### config.mk
export PLATFORM = sky130hd
export DESIGN_NAME = uart_tx_arbiter_flat
export DESIGN_NICKNAME = d
export VERILOG_FILES = /design/src/rtl/uart_pkg.sv /design/src/rtl/uart_tx_arbiter_if.sv /design/src/rtl/uart_tx_arbiter_rr_pick.sv /design/src/rtl/uart_tx_arbiter.sv /design/src/flat_wrapper.sv
export SDC_FILE = /design/constraint.sdc
export NUM_CORES = 1
export LEC_CHECK = 0
export BUFFER_PORTS_ARGS = -buffer_cell sky130_fd_sc_hd__buf_2
export CAP_MARGIN = 20
export CORE_UTILIZATION = 30
export CTS_CLUSTER_SIZE = 25
export DETAILED_ROUTE_END_ITERATION = 10
export PLACE_DENSITY = 0.58
export SKIP_LAST_GASP = 1
export SLEW_MARGIN = 20
export SYNTH_ARGS = -nofsm -noshare
export SYNTH_HDL_FRONTEND = slang
export SYNTH_SLANG_ARGS = --single-unit
### constraint.sdc
create_clock -name clk -period 3.5 [get_ports clk]
set_clock_uncertainty 0.2 [all_clocks]
set_input_delay 0.7 -clock clk [delete_from_list [all_inputs] [get_ports clk]]
set_output_delay 0.7 -clock clk [all_outputs]
set_load 0.02 [all_outputs]
### src/rtl/uart_pkg.sv
// Shared UART definitions: arbiter state encoding, byte width and timeout helper.
package uart_pkg;

  typedef enum logic [1:0] {
    IDLE      = 2'd0,
    ISSUE     = 2'd1,
    WAIT_DONE = 2'd2
  } arb_state_e;

  localparam int UART_BYTE_W      = 8;
  localparam int DEF_CLK_PER_BITS = 1086;

  // One UART frame is 10 bit times; a watchdog shorter than that would abort healthy transfers.
  function automatic int min_timeout(input int clk_per_bits);
    return 10 * clk_per_bits;
  endfunction

endpackage

### src/rtl/uart_tx_arbiter_if.sv
// Requester/transmitter bundle of the UART TX arbiter; slave = arbiter, master = requesters + serializer.
interface uart_tx_arbiter_if
  import uart_pkg::*;
#(
  parameter int NUM_REQ = 4
);

  // Handshake: a requester holds req[i] with stable req_data/req_last until the one-cycle ack[i];
  // tx_start is a one-cycle strobe, tx_data holds until the one-cycle tx_done from the serializer.
  logic [NUM_REQ-1:0]             req;
  logic [UART_BYTE_W*NUM_REQ-1:0] req_data;
  logic [NUM_REQ-1:0]             req_last;
  logic [NUM_REQ-1:0]             ack;
  logic                           tx_start;
  logic [UART_BYTE_W-1:0]         tx_data;
  logic                           tx_done;
  logic [NUM_REQ-1:0]             grant;
  logic                           busy;
  logic                           err_timeout;

  modport slave (
    input  req, req_data, req_last, tx_done,
    output ack, tx_start, tx_data, grant, busy, err_timeout
  );

  modport master (
    output req, req_data, req_last, tx_done,
    input  ack, tx_start, tx_data, grant, busy, err_timeout
  );

endinterface

### src/rtl/uart_tx_arbiter_rr_pick.sv
// Combinational round-robin picker: first request strictly after ptr_i, wrapping, as a one-hot grant.
module rr_pick #(
  parameter int N  = 4,
  parameter int PW = (N > 1) ? $clog2(N) : 1
) (
  input  logic [N-1:0]  req_i,
  input  logic [PW-1:0] ptr_i,
  output logic [N-1:0]  gnt_o,
  output logic          any_o
);

  // Scan from the farthest candidate to the nearest so the nearest set bit overwrites the rest.
  always_comb begin
    int unsigned idx;
    gnt_o = '0;
    for (int k = N; k >= 1; k--) begin
      idx = (int'(ptr_i) + k) % N;
      if (req_i[PW'(idx)]) begin
        gnt_o            = '0;
        gnt_o[PW'(idx)]  = 1'b1;
      end
    end
  end

  assign any_o = |req_i;

endmodule

### src/rtl/uart_tx_arbiter.sv
// Round-robin arbiter sharing one UART TX serializer among NUM_REQ byte producers, with a done watchdog.
// Optional packet lock (stay on one requester until req_last) is enabled with `define ARB_LOCK_EN.
module uart_tx_arbiter
  import uart_pkg::*;
#(
  parameter int NUM_REQ        = 4,
  parameter int TIMEOUT_CYCLES = 16384,
  parameter int CLK_PER_BITS   = DEF_CLK_PER_BITS
) (
  input  logic               clk,
  input  logic               rst,
  uart_tx_arbiter_if.slave   bus,
  output arb_state_e         state_o
);

  localparam int PW = (NUM_REQ > 1) ? $clog2(NUM_REQ) : 1;
  localparam int WW = $clog2(TIMEOUT_CYCLES);
  localparam logic [WW-1:0] WD_MAX = WW'(TIMEOUT_CYCLES - 1);

  if (TIMEOUT_CYCLES <= min_timeout(CLK_PER_BITS)) begin : g_bad_timeout
    $error("TIMEOUT_CYCLES must exceed 10*CLK_PER_BITS");
  end

  arb_state_e             state_q, state_d;
  logic [PW-1:0]          ptr_q, ptr_d;
  logic [PW-1:0]          sel_q, sel_d;
  logic [NUM_REQ-1:0]     grant_q, grant_d;
  logic [UART_BYTE_W-1:0] data_q, data_d;
  logic [WW-1:0]          wd_q, wd_d;

  logic [NUM_REQ-1:0]     req_eff;
  logic [NUM_REQ-1:0]     pick_gnt;
  logic                   pick_any;
  logic [PW-1:0]          pick_idx;
  logic [UART_BYTE_W-1:0] pick_data;

`ifdef ARB_LOCK_EN
  logic               lock_q, lock_d;
  logic               last_q, last_d;
  logic [NUM_REQ-1:0] sel_oh;

  // While locked only the owner may win, so the pointer is irrelevant to the pick.
  always_comb begin
    sel_oh        = '0;
    sel_oh[sel_q] = 1'b1;
    req_eff       = lock_q ? (bus.req & sel_oh) : bus.req;
  end
`else
  logic unused_req_last;
  assign unused_req_last = ^bus.req_last;
  assign req_eff         = bus.req;
`endif

  rr_pick #(.N(NUM_REQ), .PW(PW)) u_rr_pick (
    .req_i (req_eff),
    .ptr_i (ptr_q),
    .gnt_o (pick_gnt),
    .any_o (pick_any)
  );

  always_comb begin
    pick_idx  = '0;
    pick_data = '0;
    for (int i = 0; i < NUM_REQ; i++) begin
      if (pick_gnt[i]) begin
        pick_idx  = PW'(i);
        pick_data = bus.req_data[i*UART_BYTE_W +: UART_BYTE_W];
      end
    end
  end

  always_comb begin
    state_d = state_q;
    ptr_d   = ptr_q;
    sel_d   = sel_q;
    grant_d = grant_q;
    data_d  = data_q;
    wd_d    = '0;
`ifdef ARB_LOCK_EN
    lock_d  = lock_q;
    last_d  = last_q;
`endif
    case (state_q)
      IDLE: begin
        if (pick_any) begin
          sel_d   = pick_idx;
          grant_d = pick_gnt;
          data_d  = pick_data;
`ifdef ARB_LOCK_EN
          last_d  = |(bus.req_last & pick_gnt);
`endif
          state_d = ISSUE;
        end
      end
      ISSUE: begin
        state_d = WAIT_DONE;
      end
      WAIT_DONE: begin
        // tx_done takes priority over a watchdog expiring in the same cycle.
        if (bus.tx_done) begin
          grant_d = '0;
          state_d = IDLE;
`ifdef ARB_LOCK_EN
          if (last_q) begin
            ptr_d  = sel_q;
            lock_d = 1'b0;
          end else begin
            lock_d = 1'b1;
          end
`else
          ptr_d   = sel_q;
`endif
        end else if (wd_q == WD_MAX) begin
          grant_d = '0;
          ptr_d   = sel_q;
          state_d = IDLE;
`ifdef ARB_LOCK_EN
          lock_d  = 1'b0;
`endif
        end else begin
          wd_d = wd_q + 1'b1;
        end
      end
      default: state_d = IDLE;
    endcase
  end

  always_ff @(posedge clk) begin
    if (rst) begin
      state_q <= IDLE;
      ptr_q   <= PW'(NUM_REQ - 1);
      sel_q   <= '0;
      grant_q <= '0;
      data_q  <= '0;
      wd_q    <= '0;
`ifdef ARB_LOCK_EN
      lock_q  <= 1'b0;
      last_q  <= 1'b0;
`endif
    end else begin
      state_q <= state_d;
      ptr_q   <= ptr_d;
      sel_q   <= sel_d;
      grant_q <= grant_d;
      data_q  <= data_d;
      wd_q    <= wd_d;
`ifdef ARB_LOCK_EN
      lock_q  <= lock_d;
      last_q  <= last_d;
`endif
    end
  end

  assign bus.ack         = (state_q == ISSUE) ? grant_q : '0;
  assign bus.tx_start    = (state_q == ISSUE);
  assign bus.tx_data     = data_q;
  assign bus.grant       = grant_q;
  assign bus.busy        = (state_q != IDLE);
  assign bus.err_timeout = (state_q == WAIT_DONE) && !bus.tx_done && (wd_q == WD_MAX);
  assign state_o         = state_q;

endmodule

### src/flat_wrapper.sv
// flat-port wrapper written by rule: the top's interface ports become plain ports
module uart_tx_arbiter_flat import uart_pkg::*;
#(
  parameter int NUM_REQ        = 4,
  parameter int TIMEOUT_CYCLES = 16384,
  parameter int CLK_PER_BITS   = DEF_CLK_PER_BITS
)
  (clk, rst, state_o, bus_req, bus_req_data, bus_req_last, bus_tx_done, bus_ack, bus_tx_start, bus_tx_data, bus_grant, bus_busy, bus_err_timeout);
  uart_tx_arbiter_if #(.NUM_REQ(NUM_REQ)) bus_i ();
  input  logic clk;
  input  logic rst;
  output arb_state_e state_o;
  input wire logic [$bits(bus_i.req)-1:0] bus_req;
  input wire logic [$bits(bus_i.req_data)-1:0] bus_req_data;
  input wire logic [$bits(bus_i.req_last)-1:0] bus_req_last;
  input wire logic [$bits(bus_i.tx_done)-1:0] bus_tx_done;
  output wire logic [$bits(bus_i.ack)-1:0] bus_ack;
  output wire logic [$bits(bus_i.tx_start)-1:0] bus_tx_start;
  output wire logic [$bits(bus_i.tx_data)-1:0] bus_tx_data;
  output wire logic [$bits(bus_i.grant)-1:0] bus_grant;
  output wire logic [$bits(bus_i.busy)-1:0] bus_busy;
  output wire logic [$bits(bus_i.err_timeout)-1:0] bus_err_timeout;
  assign bus_i.req = bus_req;
  assign bus_i.req_data = bus_req_data;
  assign bus_i.req_last = bus_req_last;
  assign bus_i.tx_done = bus_tx_done;
  assign bus_ack = bus_i.ack;
  assign bus_tx_start = bus_i.tx_start;
  assign bus_tx_data = bus_i.tx_data;
  assign bus_grant = bus_i.grant;
  assign bus_busy = bus_i.busy;
  assign bus_err_timeout = bus_i.err_timeout;
  uart_tx_arbiter #(.NUM_REQ(NUM_REQ), .TIMEOUT_CYCLES(TIMEOUT_CYCLES), .CLK_PER_BITS(CLK_PER_BITS)) u_core (.clk(clk), .rst(rst), .bus(bus_i), .state_o(state_o));
endmodule
==> summary.md <==
| Metric | Value |
|---|---|
| Status | finished clean |
| Synth-to-Final Area Change | 25.9% |
| Area occupied by registers | 641 sq um |
| Rel. slew slack | 0.559 |
| DR DRC count | 0 |
| ANT cells | 0 |
| Type of the most critical hold path | register to register |
| Filler instances | 616 |
| CTS buffer count | 5 |
| Top-level I/O count | 64 |
| Worst Setup End Kind | register |
| Final worst path period need | 3.04 ns |
| Hold Slack | 0.265 ns |
| Post-synth EDFFs | 0 |
| Setup TNS | 0 ns |
| Drt wl/cell | 13.0 um |
| Synthesized flop and latch total | 32 |
| Most area-hungry cell type in the Yosys netlist | dfxtp_1 |
| Worst Path Arrival | 3.00 ns |
| Static Leak | 0.00107 uW |
| Startpoint types | register |
| Dominant cells by area after synthesis | dfxtp_1, a221o_1, ha_1, nor2_1, and2_1 |
| Max-cap violations | 0 |
| Peak supply drop | 0.257 mV |
| Antenna violations before repair | 0 |
| Clock Path Buffers | 2 |
| Final HPWL DP | 3390 um |
| Async set-reset flop share out of synthesis | 0 |
| Layout cells sized above 1 | 0.307 |
| Final nets | 317 |
| Via count | 1689 |
| Cell variety after synth | 50 |
| Drt initial violations | 43 |
| Avg Inst Size Synth | 9.35 sq um |
| RSZ-0062 raised after global routing | no |
| Die Span Y | 81.5 um |
| Final hold vios | 0 |
| # rows | 28 |
| Area fraction of the dominant cell type after synthesis | 0.338 |
| Cells after synthesis | 203 |
| CTS tree | done |
| Gpl congestion | 0.694 |
| Worst-path fanout max | 10 |
| Global route overflow | 0 |
| Starting Density | 0.315 |
| Syn Nets | 254 |
| Global-route wire length before repair | 7510 um |
| Die area | 6650 sq um |
| Post-CTS Hold Buffers | 0 |
| Largest net degree at the start of global routing | 16 |
| Kind of critical path | register to register |
| Slew @ Worst Pin | 0.656 ns |
| Power Density | 433 nW/um^2 |
| Clock root buffer master | clkbuf_8 |
| Most frequent cells in the layout | buf_2, dfxtp_1, nor2_1, nand2_1, a221o_1 |
| WP data required | 3.47 ns |
| Post-cts sizing count | 0 |
| Peak Freq | 329 MHz |
| Sequential fraction of the synthesis area | 0.338 |
| Core footprint | 6030 sq um |
| Pins over their slew limit | 0 |
| IO buf count | 59 |
| Main synth FF type | dfxtp_1 |
| Worst-path clk slew | 0.07 ns |
| Die width | 81.5 um |
| Mapped Area | 1900 sq um |
| Clock sinks | 32 |
| Synth Warn # | 0 |
| Setup violators final | 0 |
| Via density | 4.94 |
| Multi-input gate area | 1170 sq um |
| Global Route Usage Sum | 0.148 |
| ANT nets after route | 0 |
| Post-CTS setup buffer count | 0 |
| H-tree levels | 2 |
| Clock insertion delay at the later pin of the skew report | 0.28 ns |
| Tcrit/Tclk final | 0.868 |
| First drt pass iteration count | 4 |
| Routed WL | 4450 um |
| Via count of the first global-routing pass | 1624 |
| Commonest non-fill, non-tap cell in the layout | buf_2 |
==> final timing paths <==
path | from | endpoint | slack, ns | cells past startpoint
hold / removal | u_core.bus.grant[0] | u_core.bus.grant[0] | 0.27 | 2
setup reg to reg | u_core.ptr_q[0] | u_core.bus.tx_data[7] | 0.46 | 8
hold reg to reg | u_core.bus.grant[0] | u_core.bus.grant[0] | 0.27 | 2
setup / recovery | u_core.ptr_q[0] | u_core.bus.tx_data[7] | 0.46 | 8
==> critical path, stage by stage (launching register included) <==
cell and delay (ns):
dfxtp_1 0.34, inv_1 0.08, ha_1 0.31, mux4_1 0.75
a211oi_2 0.26, a221o_2 0.26, a211oi_4 0.09, a221o_1 0.36
a221o_1 0.26
==> layer usage <==
metal | wire [um] | GRT usage | vias up
met3 | 169 | 0.0356 | 5
li1 | - | - | 860
met1 | 2060 | 0.193 | 786
met5 | 0 | 0 | -
met4 | 36 | 0.0446 | 0
met2 | 2190 | 0.238 | 38
==> where the power goes <==
group / leakage (uW) / internal [uW] / switching (uW) / total, uW
Sequential: 0.000261 / 396 / 17.6 / 414
Combinational: 0.000751 / 117 / 157 / 273
Clock: 0.0000552 / 211 / 136 / 347
Total: 0.00107 / 724 / 310 / 1030
==> Yosys cell counts, types with 2 or more instances <==
| master | number |
|---|---|
| a221o_1 | 14 |
| nor3_1 | 4 |
| o21ai_0 | 4 |
| nand4_1 | 3 |
| nand3b_1 | 2 |
| nand2_1 | 14 |
| xor2_1 | 5 |
| o22ai_1 | 2 |
| xnor2_1 | 7 |
| nor2b_1 | 3 |
| nand2b_1 | 3 |
| a21oi_1 | 4 |
| inv_1 | 11 |
| mux2i_1 | 6 |
| ha_1 | 8 |
| nor3b_1 | 4 |
| nand3_1 | 6 |
| a211oi_1 | 3 |
| and2_1 | 12 |
| dfxtp_1 | 32 |
| mux4_2 | 2 |
| nor2_1 | 21 |
| mux4_1 | 2 |
| clkbuf_1 | 5 |
==> through the flow <==
| stage | area [sq um] | util | std cells | worst slack, ns | total power, uW |
|---|---|---|---|---|---|
| final | 2390 | 0.397 | 342 | 0.463 | 1030 |
| after global routing | 2390 | 0.397 | 342 | 0.293 | 1100 |
| after CTS | 2390 | 0.397 | 342 | 0.456 | 1050 |
| after detailed placement | 2280 | 0.379 | 334 | 0.397 | 698 |
| after global placement | 2280 | 0.379 | 334 | 0.414 | 697 |
| after floorplan | 1900 | - | 203 | 0.404 | 610 |
==> registers in the layout (all words and copies together) (netlist names) <==
register,cells
u_core.bus.grant,4
u_core.state_o,2
u_core.ptr_q,2
u_core.wd_q,14
u_core.sel_q,2
u_core.bus.tx_data,8
==> cells by family after synthesis <==
| logic type | after synthesis | synth area share |
|---|---|---|
| mux | 10 | 0.0831 |
| xor+xnor | 12 | 0.0554 |
| flops | 32 | 0.338 |
| buf+inv | 20 | 0.0461 |
| fa+ha+maj | 8 | 0.0527 |
| simple gates | 81 | 0.233 |
| compound gates | 40 | 0.192 |
==> layout make-up <==
type                       count  area share
multi-input combinational    151       0.490
inverter                      12      0.0188
sequential                    32       0.268
timing repair buffer          64       0.139
tap                           75      0.0393
clock buffer                   6      0.0304
clock inverter                 2      0.0147
No activity file was read; power rests on OpenSTA's default activity.
